===== src/rtl/rgb2gray_dma.sv =====
// rgb2gray_dma: OBI DMA converting RGBA pixels to packed 8-bit luminance words.
// Define RGB2GRAY_PERF_EN to add a saturating BUSY-cycle counter at register offset 6.

package rgb2gray_dma_pkg;
    localparam int unsigned ObiAddrWidth = 32;
    localparam int unsigned ObiDataWidth = 32;

    typedef struct packed {
        logic                    req;
        logic [ObiAddrWidth-1:0] addr;
        logic                    we;
        logic [3:0]              be;
        logic [ObiDataWidth-1:0] wdata;
    } sbr_obi_req_t;

    typedef struct packed {
        logic                    gnt;
        logic                    rvalid;
        logic [ObiDataWidth-1:0] rdata;
        logic                    err;
    } sbr_obi_rsp_t;

    typedef sbr_obi_req_t mgr_obi_req_t;
    typedef sbr_obi_rsp_t mgr_obi_rsp_t;
endpackage

module rgb2gray_dma
    import rgb2gray_dma_pkg::*;
#(
    parameter int unsigned AddrWidth = 32,
    parameter int unsigned DataWidth = 32,
    parameter int unsigned CntWidth  = 16
) (
    input  logic         clk_i,
    input  logic         rst_ni,
    output sbr_obi_req_t obi_mgr_req_o,
    input  sbr_obi_rsp_t obi_mgr_rsp_i,
    input  mgr_obi_req_t obi_sbr_req_i,
    output mgr_obi_rsp_t obi_sbr_rsp_o,
    output logic         interrupt_o
);

    // IDLE wait START | RD_REQ/RD_WAIT fetch one pixel | WR_REQ/WR_WAIT store packed word | FINISH set DONE
    typedef enum logic [2:0] {IDLE, RD_REQ, RD_WAIT, WR_REQ, WR_WAIT, FINISH} state_e;

    state_e               state_q, state_d;
    logic [AddrWidth-1:0] src_q, dst_q, mgr_addr;
    logic [CntWidth-1:0]  num_q, pix_cnt_q, wr_cnt;
    logic                 irq_en_q, done_q, irq_q, rvalid_q;
    logic [DataWidth-1:0] pack_q, rdata_q, rdata_d;
    logic [3:0]           reg_idx;
    logic                 sbr_we, cfg_we, busy, start;
    logic [1:0]           lane;
    logic                 last_lane, last_pix, all_done;
    logic [7:0]           px_r, px_g, px_b, gray;
    logic [15:0]          gray_sum;
    logic                 unused_sig;

    assign busy    = (state_q != IDLE);
    assign reg_idx = obi_sbr_req_i.addr[5:2];
    assign sbr_we  = obi_sbr_req_i.req & obi_sbr_req_i.we;
    assign cfg_we  = sbr_we & ~busy;
    assign start   = cfg_we && (reg_idx == 4'd3) && obi_sbr_req_i.wdata[0];

    assign px_r     = obi_mgr_rsp_i.rdata[7:0];
    assign px_g     = obi_mgr_rsp_i.rdata[15:8];
    assign px_b     = obi_mgr_rsp_i.rdata[23:16];
    assign gray_sum = 16'd77 * {8'd0, px_r} + 16'd150 * {8'd0, px_g} + 16'd29 * {8'd0, px_b};
    assign gray     = gray_sum[15:8];

    assign lane      = pix_cnt_q[1:0];
    assign last_lane = (lane == 2'd3);
    assign last_pix  = ((pix_cnt_q + CntWidth'(1)) == num_q);
    assign all_done  = (pix_cnt_q == num_q);
    assign wr_cnt    = pix_cnt_q - CntWidth'(1);

    assign unused_sig = ^{obi_sbr_req_i.addr[31:6], obi_sbr_req_i.addr[1:0], obi_sbr_req_i.be,
                          obi_mgr_rsp_i.err, obi_mgr_rsp_i.rdata[31:24], gray_sum[7:0]};

    always_ff @(posedge clk_i) begin
        if (!rst_ni) state_q <= IDLE;
        else         state_q <= state_d;
    end

    always_comb begin
        state_d = state_q;
        case (state_q)
            IDLE:    if (start) state_d = (num_q == '0) ? FINISH : RD_REQ;
            RD_REQ:  if (obi_mgr_rsp_i.gnt) state_d = RD_WAIT;
            RD_WAIT: if (obi_mgr_rsp_i.rvalid) state_d = (last_lane || last_pix) ? WR_REQ : RD_REQ;
            WR_REQ:  if (obi_mgr_rsp_i.gnt) state_d = WR_WAIT;
            WR_WAIT: if (obi_mgr_rsp_i.rvalid) state_d = all_done ? FINISH : RD_REQ;
            FINISH:  state_d = IDLE;
            default: state_d = IDLE;
        endcase
    end

    // lane holds the number of valid bytes in the final word (0 means all four)
    always_comb begin
        obi_mgr_req_o = '0;
        mgr_addr      = '0;
        case (state_q)
            RD_REQ: begin
                obi_mgr_req_o.req = 1'b1;
                obi_mgr_req_o.be  = 4'hF;
                mgr_addr          = src_q + AddrWidth'({pix_cnt_q, 2'b00});
            end
            WR_REQ: begin
                obi_mgr_req_o.req   = 1'b1;
                obi_mgr_req_o.we    = 1'b1;
                obi_mgr_req_o.wdata = ObiDataWidth'(pack_q);
                mgr_addr            = dst_q + AddrWidth'({wr_cnt[CntWidth-1:2], 2'b00});
                case (lane)
                    2'd1:    obi_mgr_req_o.be = 4'b0001;
                    2'd2:    obi_mgr_req_o.be = 4'b0011;
                    2'd3:    obi_mgr_req_o.be = 4'b0111;
                    default: obi_mgr_req_o.be = 4'b1111;
                endcase
            end
            default: ;
        endcase
        obi_mgr_req_o.addr = ObiAddrWidth'(mgr_addr);
    end

    always_ff @(posedge clk_i) begin
        if (!rst_ni) begin
            pix_cnt_q <= '0;
            pack_q    <= '0;
        end else begin
            case (state_q)
                IDLE: if (start) begin
                    pix_cnt_q <= '0;
                    pack_q    <= '0;
                end
                RD_WAIT: if (obi_mgr_rsp_i.rvalid) begin
                    pack_q[{lane, 3'b000} +: 8] <= gray;
                    pix_cnt_q                   <= pix_cnt_q + CntWidth'(1);
                end
                WR_WAIT: if (obi_mgr_rsp_i.rvalid) pack_q <= '0;
                default: ;
            endcase
        end
    end

`ifdef RGB2GRAY_PERF_EN
    logic [31:0] perf_q;

    always_ff @(posedge clk_i) begin
        if (!rst_ni)                        perf_q <= '0;
        else if (start)                     perf_q <= '0;
        else if (busy && (perf_q != '1))    perf_q <= perf_q + 32'd1;
    end
`endif

    always_comb begin
        rdata_d = '0;
        case (reg_idx)
            4'd0: rdata_d = DataWidth'(src_q);
            4'd1: rdata_d = DataWidth'(dst_q);
            4'd2: rdata_d = DataWidth'(num_q);
            4'd4: rdata_d = DataWidth'({done_q, busy});
            4'd5: rdata_d = DataWidth'(irq_en_q);
`ifdef RGB2GRAY_PERF_EN
            4'd6: rdata_d = DataWidth'(perf_q);
`endif
            default: rdata_d = '0;
        endcase
    end

    // FINISH setting DONE takes priority over a same-cycle write-1-to-clear
    always_ff @(posedge clk_i) begin
        if (!rst_ni) begin
            src_q    <= '0;
            dst_q    <= '0;
            num_q    <= '0;
            irq_en_q <= 1'b0;
            done_q   <= 1'b0;
            irq_q    <= 1'b0;
            rvalid_q <= 1'b0;
            rdata_q  <= '0;
        end else begin
            if (cfg_we) begin
                case (reg_idx)
                    4'd0:    src_q <= AddrWidth'(obi_sbr_req_i.wdata);
                    4'd1:    dst_q <= AddrWidth'(obi_sbr_req_i.wdata);
                    4'd2:    num_q <= obi_sbr_req_i.wdata[CntWidth-1:0];
                    default: ;
                endcase
            end
            if (sbr_we && (reg_idx == 4'd5)) irq_en_q <= obi_sbr_req_i.wdata[0];
            if (state_q == FINISH)
                done_q <= 1'b1;
            else if (sbr_we && (reg_idx == 4'd4) && obi_sbr_req_i.wdata[1])
                done_q <= 1'b0;
            irq_q    <= done_q & irq_en_q;
            rvalid_q <= obi_sbr_req_i.req;
            if (obi_sbr_req_i.req) rdata_q <= rdata_d;
        end
    end

    assign obi_sbr_rsp_o.gnt    = obi_sbr_req_i.req;
    assign obi_sbr_rsp_o.rvalid = rvalid_q;
    assign obi_sbr_rsp_o.rdata  = ObiDataWidth'(rdata_q);
    assign obi_sbr_rsp_o.err    = 1'b0;
    assign interrupt_o          = irq_q;

endmodule

===== config.mk =====
export PLATFORM = sky130hd
export DESIGN_NAME = rgb2gray_dma
export DESIGN_NICKNAME = d
export VERILOG_FILES = /design/src/rtl/rgb2gray_dma.sv
export SDC_FILE = /design/constraint.sdc
export NUM_CORES = 1
export LEC_CHECK = 0
export CORE_MARGIN = 3
export CORE_UTILIZATION = 60
export CTS_CLUSTER_SIZE = 28
export DETAILED_ROUTE_END_ITERATION = 10
export PLACE_DENSITY = 0.88
export SYNTH_ARGS = -nofsm -noshare
export SYNTH_HDL_FRONTEND = slang
export SYNTH_SLANG_ARGS = --single-unit

===== constraint.sdc =====
create_clock -name clk_i -period 10.87 [get_ports clk_i]
set_input_delay 2.174 -clock clk_i [delete_from_list [all_inputs] [get_ports clk_i]]
set_output_delay 2.174 -clock clk_i [all_outputs]
set_load 0.01 [all_outputs]

==> results.tsv, run 1 <==
stage	metric	value	unit
placed_design	place_inst	1970	
cts	clock_sinks	167	
routing	first_pass_iters	5	
logic_synthesis	synthesis.area	13400	µm²
sta	finalSetupViolCount	0	
logic_synthesis	async_flop_share	0	%
sta	max_freq	113	MHz
logic_synthesis	synth_area_leaders	dfxtp_1 25%, ha_1 11%, fa_1 8.5%, nand2_1 6.0%, a21boi_0 4.1%	
die	die_h	156	µm
logic_synthesis	synth_enable_flop_cells	0	
logic_synthesis	ys_ff_latch	167	
placed_design	place.gp.congestion	0.932	
pwr	power_leakage	6.38	nW
die	fp.dieW	156	µm
cts	cts_root_buf	clkbuf_16	
global_route	grt_pass1_vias	12500	
routing	dr_total_vias	12500	
critical_path	path_max_fanout	4	
logic_synthesis	yosysUniqueCellTypes	87	
routing	wl	39200	µm
cts	numCtsBuffers	17	
sta	worst_slack	1.99	ns
global_route	grt-ovfl-total	0	
cells_and_area	layout.area.seq	3340	µm²
cts	cts_resized	0	
global_route	groute.usage.overall	32.0	%
job	max-cap-violations	0	
placed_design	port_buffers	170	
cts	clkTransAtPathRegs	0.07	ns
sta	finalHoldViolations	0	
cts	ctsHoldBuffers	0	
sta	hold_ws	0.475	ns
logic_synthesis	ys_top_cells_by_count	214 x nand2_1, 167 x dfxtp_1, 133 x inv_1	
cells_and_area	drive_gt1_share	5.46	%
routing	wl_per_cell	19.6	µm
die	core	21900	µm²
die	initial_core_util	61.3	%
cells_and_area	finalNonFillerCells	2003	
routing	drt-initial-drc-count	1193	
logic_synthesis	synth_warnings	0	
placed_design	place_ws	1.56	ns
global_route	antenna_found_initial	1	
routing	drc	0	
cts	clock_latency	0.43	ns
logic_synthesis	synth_top_cell_by_area	dfxtp_1	
hold_path	hp-class	flop to flop	
logic_synthesis	synth_top_area_share	24.9	%
pwr	finalPower	2.85	mW
die	die_area	24200	µm²
sta	fin_crit	8.88	ns
sta	fin_tns_setup	0	ns
sta	final_max_slew_viol_count	0	
sta	worstMarginPinSlew	1.06	ns
global_route	grt_pass1_wl	63100	µm
logic_synthesis	synth_flop_cell	dfxtp_1	
logic_synthesis	syn_area_per_cell	8.36	µm²
die	ios	213	
cts	cts_tree	built	
critical_path	critical_path_class	input pin to flop	
global_route	grt_max_degree	128	
cts	cts_setup_buffers	0	
sta	skew	0.00878	ns
cells_and_area	fillCellCount	1636	
die	rows	54	
sta	min_period_over_period	81.7	%
status	status	finished clean	
logic_synthesis	syn_inst	1605	
placed_design	dpl-instance-area	15200	µm²
placed_design	hpwl	28000	µm
critical_path	critPathCaptureType	flop	
logic_synthesis	synth_seq_area_share	24.9	%
critical_path	startpoint_type	input pin	
sta	grt_setup_unrepaired	no	
cells_and_area	final_cell_area	15800	µm²
logic_synthesis	postSynthNetCount	1888	
cells_and_area	final_nets	1992	
cells_and_area	multiInputGateArea	9170	µm²
cells_and_area	final_util	72.1	%
cts	clock_tree.buffer_depth	2	
critical_path	required	11.17	ns
pwr	powerDensity	181	nW/µm²
sta	relSlewSlack	29.1	%
critical_path	worstPathArrival	9.18	ns
cells_and_area	area_growth	17.6	%
pwr	peakVddDrop	0.406	mV
logic_synthesis	yosysMostFrequentCell	nand2_1	
cts	htreeDepth	4	
routing	ant_nets	0	
routing	routed_via_density	6.24	
## worst max-delay path, cell delays in order
cell             delay, ns
clkdlybuf4s50_1       0.51
ha_1                  0.34
ha_1                  0.28
inv_1                 0.05
fa_1                  0.49
fa_1                  0.53
inv_1                 0.05
ha_1                  0.32
xnor2_1               0.25
fa_1                  0.47
fa_1                  0.51
inv_1                 0.05
fa_1                  0.46
fa_1                  0.55
inv_1                 0.04
ha_1                  0.31
or2_2                 0.30
a21oi_1               0.25
nor2_1                0.11
a211oi_1              0.46
o21bai_1              0.14
xnor2_1               0.36
o21ai_0               0.17
## cell type report
cell class,instances,share of cell area [%]
flip-flops and latches,167,21.2
clock buffers,17,2.70
clock inverters,15,1.21
inverters,135,3.23
multi-input cells,1207,58.1
diodes,1,0.0159
well taps,280,2.22
repair buffers,181,11.3
## layer usage
metal	routed length (µm)	vias up	share of wire (%)	global-route usage, %
met1	16400	5994	42	42.2
met4	1190	0	3.0	11.9
met5	0	-	0	0
met3	3520	94	9.0	6.60
li1	-	5764	-	-
met2	18100	645	46	52.3
## sequential cells by signal, indices dropped and copies added (netlist names)
name,flops
irq_en_q,1
pack_q,32
rvalid_q,1
pix_cnt_q,16
done_q,1
src_q,32
state_q,3
dst_q,32
num_q,16
interrupt_o,1
rdata_q,32
## kinds of logic (layout without fill, tap and decap cells)
group           after synthesis  in the layout  synth area share [%]
simple gates                540            540                  20.9
compound gates              379            379                  20.3
buf+inv                     231            348                  6.84
fa+ha+maj                   176            176                  19.6
flops                       167            167                  24.9
xor+xnor                    104            104                  6.85
mux                           7              7                 0.532
other cells                   1              2                0.0280
## path summary, 6_finish.rpt
kind | start | endpoint | slack (ns) | cells past startpoint
worst max-delay path | obi_mgr_rsp_i[13] | pack_q[30] | 1.99 | 23
worst min-delay path | pack_q[6] | pack_q[6] | 0.48 | 2
worst max register to register | state_q[1] | pack_q[22] | 7.29 | 8
worst min register to register | pack_q[6] | pack_q[6] | 0.48 | 2
## report_power, final
group          internal (mW)  total (mW)  switching (mW)
registers              0.614       0.617         0.00339
clock network          0.367       0.645           0.278
logic                  0.607        1.59           0.985
## cell usage in the layout, fill, tap and decap left out, types with 5 or more instances in the layout
master / netlist / routed
buf_4: 6 / 12
a21o_1: 18 / 18
a21oi_1: 43 / 43
or3_1: 6 / 6
xnor2_1: 46 / 46
ha_1: 119 / 119
nor2_1: 68 / 68
o22ai_1: 44 / 44
fa_1: 57 / 57
nor4_1: 8 / 7
a21boi_0: 73 / 73
mux2i_1: 6 / 6
and2_1: 40 / 40
o21a_1: 17 / 17
a222oi_1: 15 / 15
nand2_1: 214 / 214
o21ai_2: 6 / 6
clkbuf_16: 0 / 17
dfxtp_1: 167 / 166
and4_1: 6 / 6
or4_1: 7 / 7
inv_1: 133 / 133
xor2_1: 57 / 57
a31oi_1: 5 / 5
a211oi_1: 14 / 14
nand4_1: 14 / 14
nand2b_1: 10 / 10
o21bai_1: 5 / 5
clkdlybuf4s50_1: 0 / 169
a22oi_1: 46 / 46
o21ai_0: 37 / 37
o211ai_1: 6 / 6
nor2b_1: 36 / 36
and3_1: 47 / 47
nor3_1: 22 / 22
o21ai_1: 5 / 5
a21boi_1: 9 / 9
nand3_1: 31 / 31
Note: power is estimated with default switching activity, not from simulation.
==> run 2, diff against run 1 <==
--- a/config.mk
+++ b/config.mk
@@ -6,10 +6,10 @@
 export NUM_CORES = 1
 export LEC_CHECK = 0
 export CORE_MARGIN = 3
-export CORE_UTILIZATION = 60
+export CORE_UTILIZATION = 50
 export CTS_CLUSTER_SIZE = 28
 export DETAILED_ROUTE_END_ITERATION = 10
-export PLACE_DENSITY = 0.88
+export PLACE_DENSITY = 0.78
 export SYNTH_ARGS = -nofsm -noshare
 export SYNTH_HDL_FRONTEND = slang
 export SYNTH_SLANG_ARGS = --single-unit
==> constraint.sdc (replaced) <==
create_clock -name clk_i -period 7.3 [get_ports clk_i]
set_input_delay 1.46 -clock clk_i [delete_from_list [all_inputs] [get_ports clk_i]]
set_output_delay 1.46 -clock clk_i [all_outputs]
set_load 0.01 [all_outputs]
==> run 2 against run 1 <==
Net effect:
- combinational power up 130%
- core utilization shrank 9.7 points
- final cell count is 4.8% higher
- power increased by 91%
- setup slack worse by 1.7 ns
- largest cell class unchanged
- sequential share of layout area is 0.72 points lower
- largest power group unchanged
- clock power rose by 38%
- via count decreased by 0.38%
- non-clock buffer count grew 39
- register-to-register slack worse by 3.5 ns
==> results.tsv, run 2 (synthesis results as in run 1) <==
stage	metric	value	unit	change
status	status	finished clean		
routing	dr_total_vias	12400		-0.38%
cells_and_area	multiInputGateArea	9390	µm²	+2.4%
die	die_h	170	µm	+9.2%
routing	drc	0		unchanged
critical_path	worst-r2r-cell-count	8		unchanged
global_route	grt_pass1_wl	64400	µm	+2.0%
cts	htreeDepth	4		unchanged
placed_design	place_ws	-0.890	ns	-2.45 ns
global_route	grt_max_degree	85		-34%
hold_path	hold_depth	2		unchanged
critical_path	critPathCaptureType	flop		
sta	relSlewSlack	17.6	%	-12 points
critical_path	worstPathArrival	7.31	ns	-1.87 ns
sta	worstMarginPinSlew	1.23	ns	+0.171 ns
pwr	peakVddDrop	0.811	mV	+100%
critical_path	slowest_delay	0.57	ns	+0.02 ns
critical_path	cp_slowest_cell	fa_1		
sta	worst_slack	0.316	ns	-1.67 ns
placed_design	hpwl	28400	µm	+1.4%
sta	skew	0.00847	ns	-0.000311 ns
cells_and_area	fillCellCount	2148		+31%
critical_path	startpoint_type	input pin		
sta	max_freq	143	MHz	
die	core	26200	µm²	+20%
die	die_area	28800	µm²	+19%
sta	fin_crit	6.98	ns	
cells_and_area	area_growth	21.7	%	
die	initial_core_util	51.2	%	-10 points
die	fp.dieW	170	µm	+9.2%
routing	ant_nets	0		unchanged
hold_path	hp-class	flop to flop		
sta	final_max_slew_viol_count	0		unchanged
cts	cts_root_buf	clkbuf_16		
sta	grt_setup_unrepaired	no		
sta	min_period_over_period	95.7	%	
routing	wl_per_cell	19.4	µm	-1.1%
critical_path	path_max_fanout	4		unchanged
global_route	groute.usage.overall	27.9	%	-4.1 points
cts	clock_tree.buffer_depth	2		unchanged
cells_and_area	final_cell_area	16300	µm²	+3.5%
cts	clock_latency	0.44	ns	about the same
cts	clkTransAtPathRegs	0.07	ns	about the same
cts	cts_tree	built		
pwr	finalPower	5.45	mW	+91%
critical_path	critical_path_class	input pin to flop		
cts	numCtsBuffers	17		unchanged
global_route	antenna_found_initial	1		unchanged
cts	ctsHoldBuffers	0		unchanged
routing	wl	40700	µm	+3.6%
cts	clock_sinks	167		unchanged
cells_and_area	final_common_cell	nand2_1		
placed_design	place.gp.congestion	0.925		-0.79%
pwr	power_leakage	6.67	nW	+4.5%
cells_and_area	layout.area.seq	3340	µm²	unchanged
global_route	grt-ovfl-total	0		unchanged
placed_design	port_buffers	170		unchanged
cells_and_area	final_cell_mix	214 x nand2_1, 166 x dfxtp_1, 162 x clkdlybuf4s50_1, 130 x inv_1, 114 x ha_1		
cells_and_area	drive_gt1_share	9.09	%	+3.6 points
die	rows	59		+9.3%
critical_path	required	7.63	ns	-3.54 ns
global_route	grt_pass1_vias	12200		-2.2%
pwr	powerDensity	334	nW/µm²	+85%
routing	first_pass_iters	5		unchanged
routing	drt-initial-drc-count	1191		-0.17%
cells_and_area	final_nets	2031		+2.0%
routing	routed_via_density	5.93		-4.9%
job	max-cap-violations	0		unchanged
sta	finalHoldViolations	0		unchanged
critical_path	r2r_slack	3.83	ns	-3.46 ns
placed_design	dpl-instance-area	15500	µm²	+2.3%
die	ios	213		unchanged
critical_path	path_common_cell	fa_1		
sta	finalSetupViolCount	0		unchanged
[run 2: where the power goes]
group / internal [mW] / total, mW / switching (mW)
clock: 0.479 / 0.892 / 0.413
combinational: 1.70 / 3.64 / 1.94
sequential: 0.914 / 0.919 / 0.00474
total: 3.10 / 5.45 / 2.36
[run 2: worst max-delay path: cells and delay by family]
family	cells	cell delay, ns
AO/OA/AOI/OAI	5	0.68
AND/OR/NAND/NOR	3	0.19
adder cells (fa/ha/maj)	10	3.91
buffers and inverters	7	0.64
XOR/XNOR	2	0.41
[run 2: metrics by stage]
stage | hold slack [ns] | util (%) | instances | TNS [ns]
after CTS | 0.472 | 62.0 | 2097 | 0
after detailed placement | 0.459 | 59.2 | 2062 | -19.96
final | 0.473 | 62.3 | 2099 | 0
after floorplan | 0.433 | - | 1605 | 0
after global routing | 0.491 | 62.3 | 2097 | 0
after global placement | 0.455 | 59.2 | 2062 | -16.42
[run 2: path summary, 6_finish.rpt]
| path | start | end |
|---|---|---|
| setup / recovery | obi_mgr_rsp_i[15] | pack_q[15] |
| hold / removal | pack_q[31] | pack_q[31] |
| setup reg to reg | state_q[1] | pack_q[23] |
| hold reg to reg | pack_q[31] | pack_q[31] |
[run 2: final cells by class]
cell class                 instances  area share (%)
sequential                       167            20.5
multi-input combinational       1207            57.5
antenna                            3          0.0460
tap                              335            2.57
clock buffer                      22            2.96
timing repair buffer             220            12.8
clock inverter                    10           0.513
inverter                         135            3.12
[run 2: timing repair]
action,4_1_cts,5_1_grt
resized for setup,26,20
setup buffers,3,0
pin swaps,26,24
setup endpoints to repair,24,28
hold endpoints to repair,0,0
[run 2: per-layer routing]
metal / up-vias / global-route usage, % / part of all wire (%)
li1: 5840 / - / -
met1: 5973 / 37.7 / 43
met2: 557 / 45.3 / 46
met3: 79 / 5.33 / 8.7
met4: 0 / 8.75 / 2.5
met5: - / 0 / 0
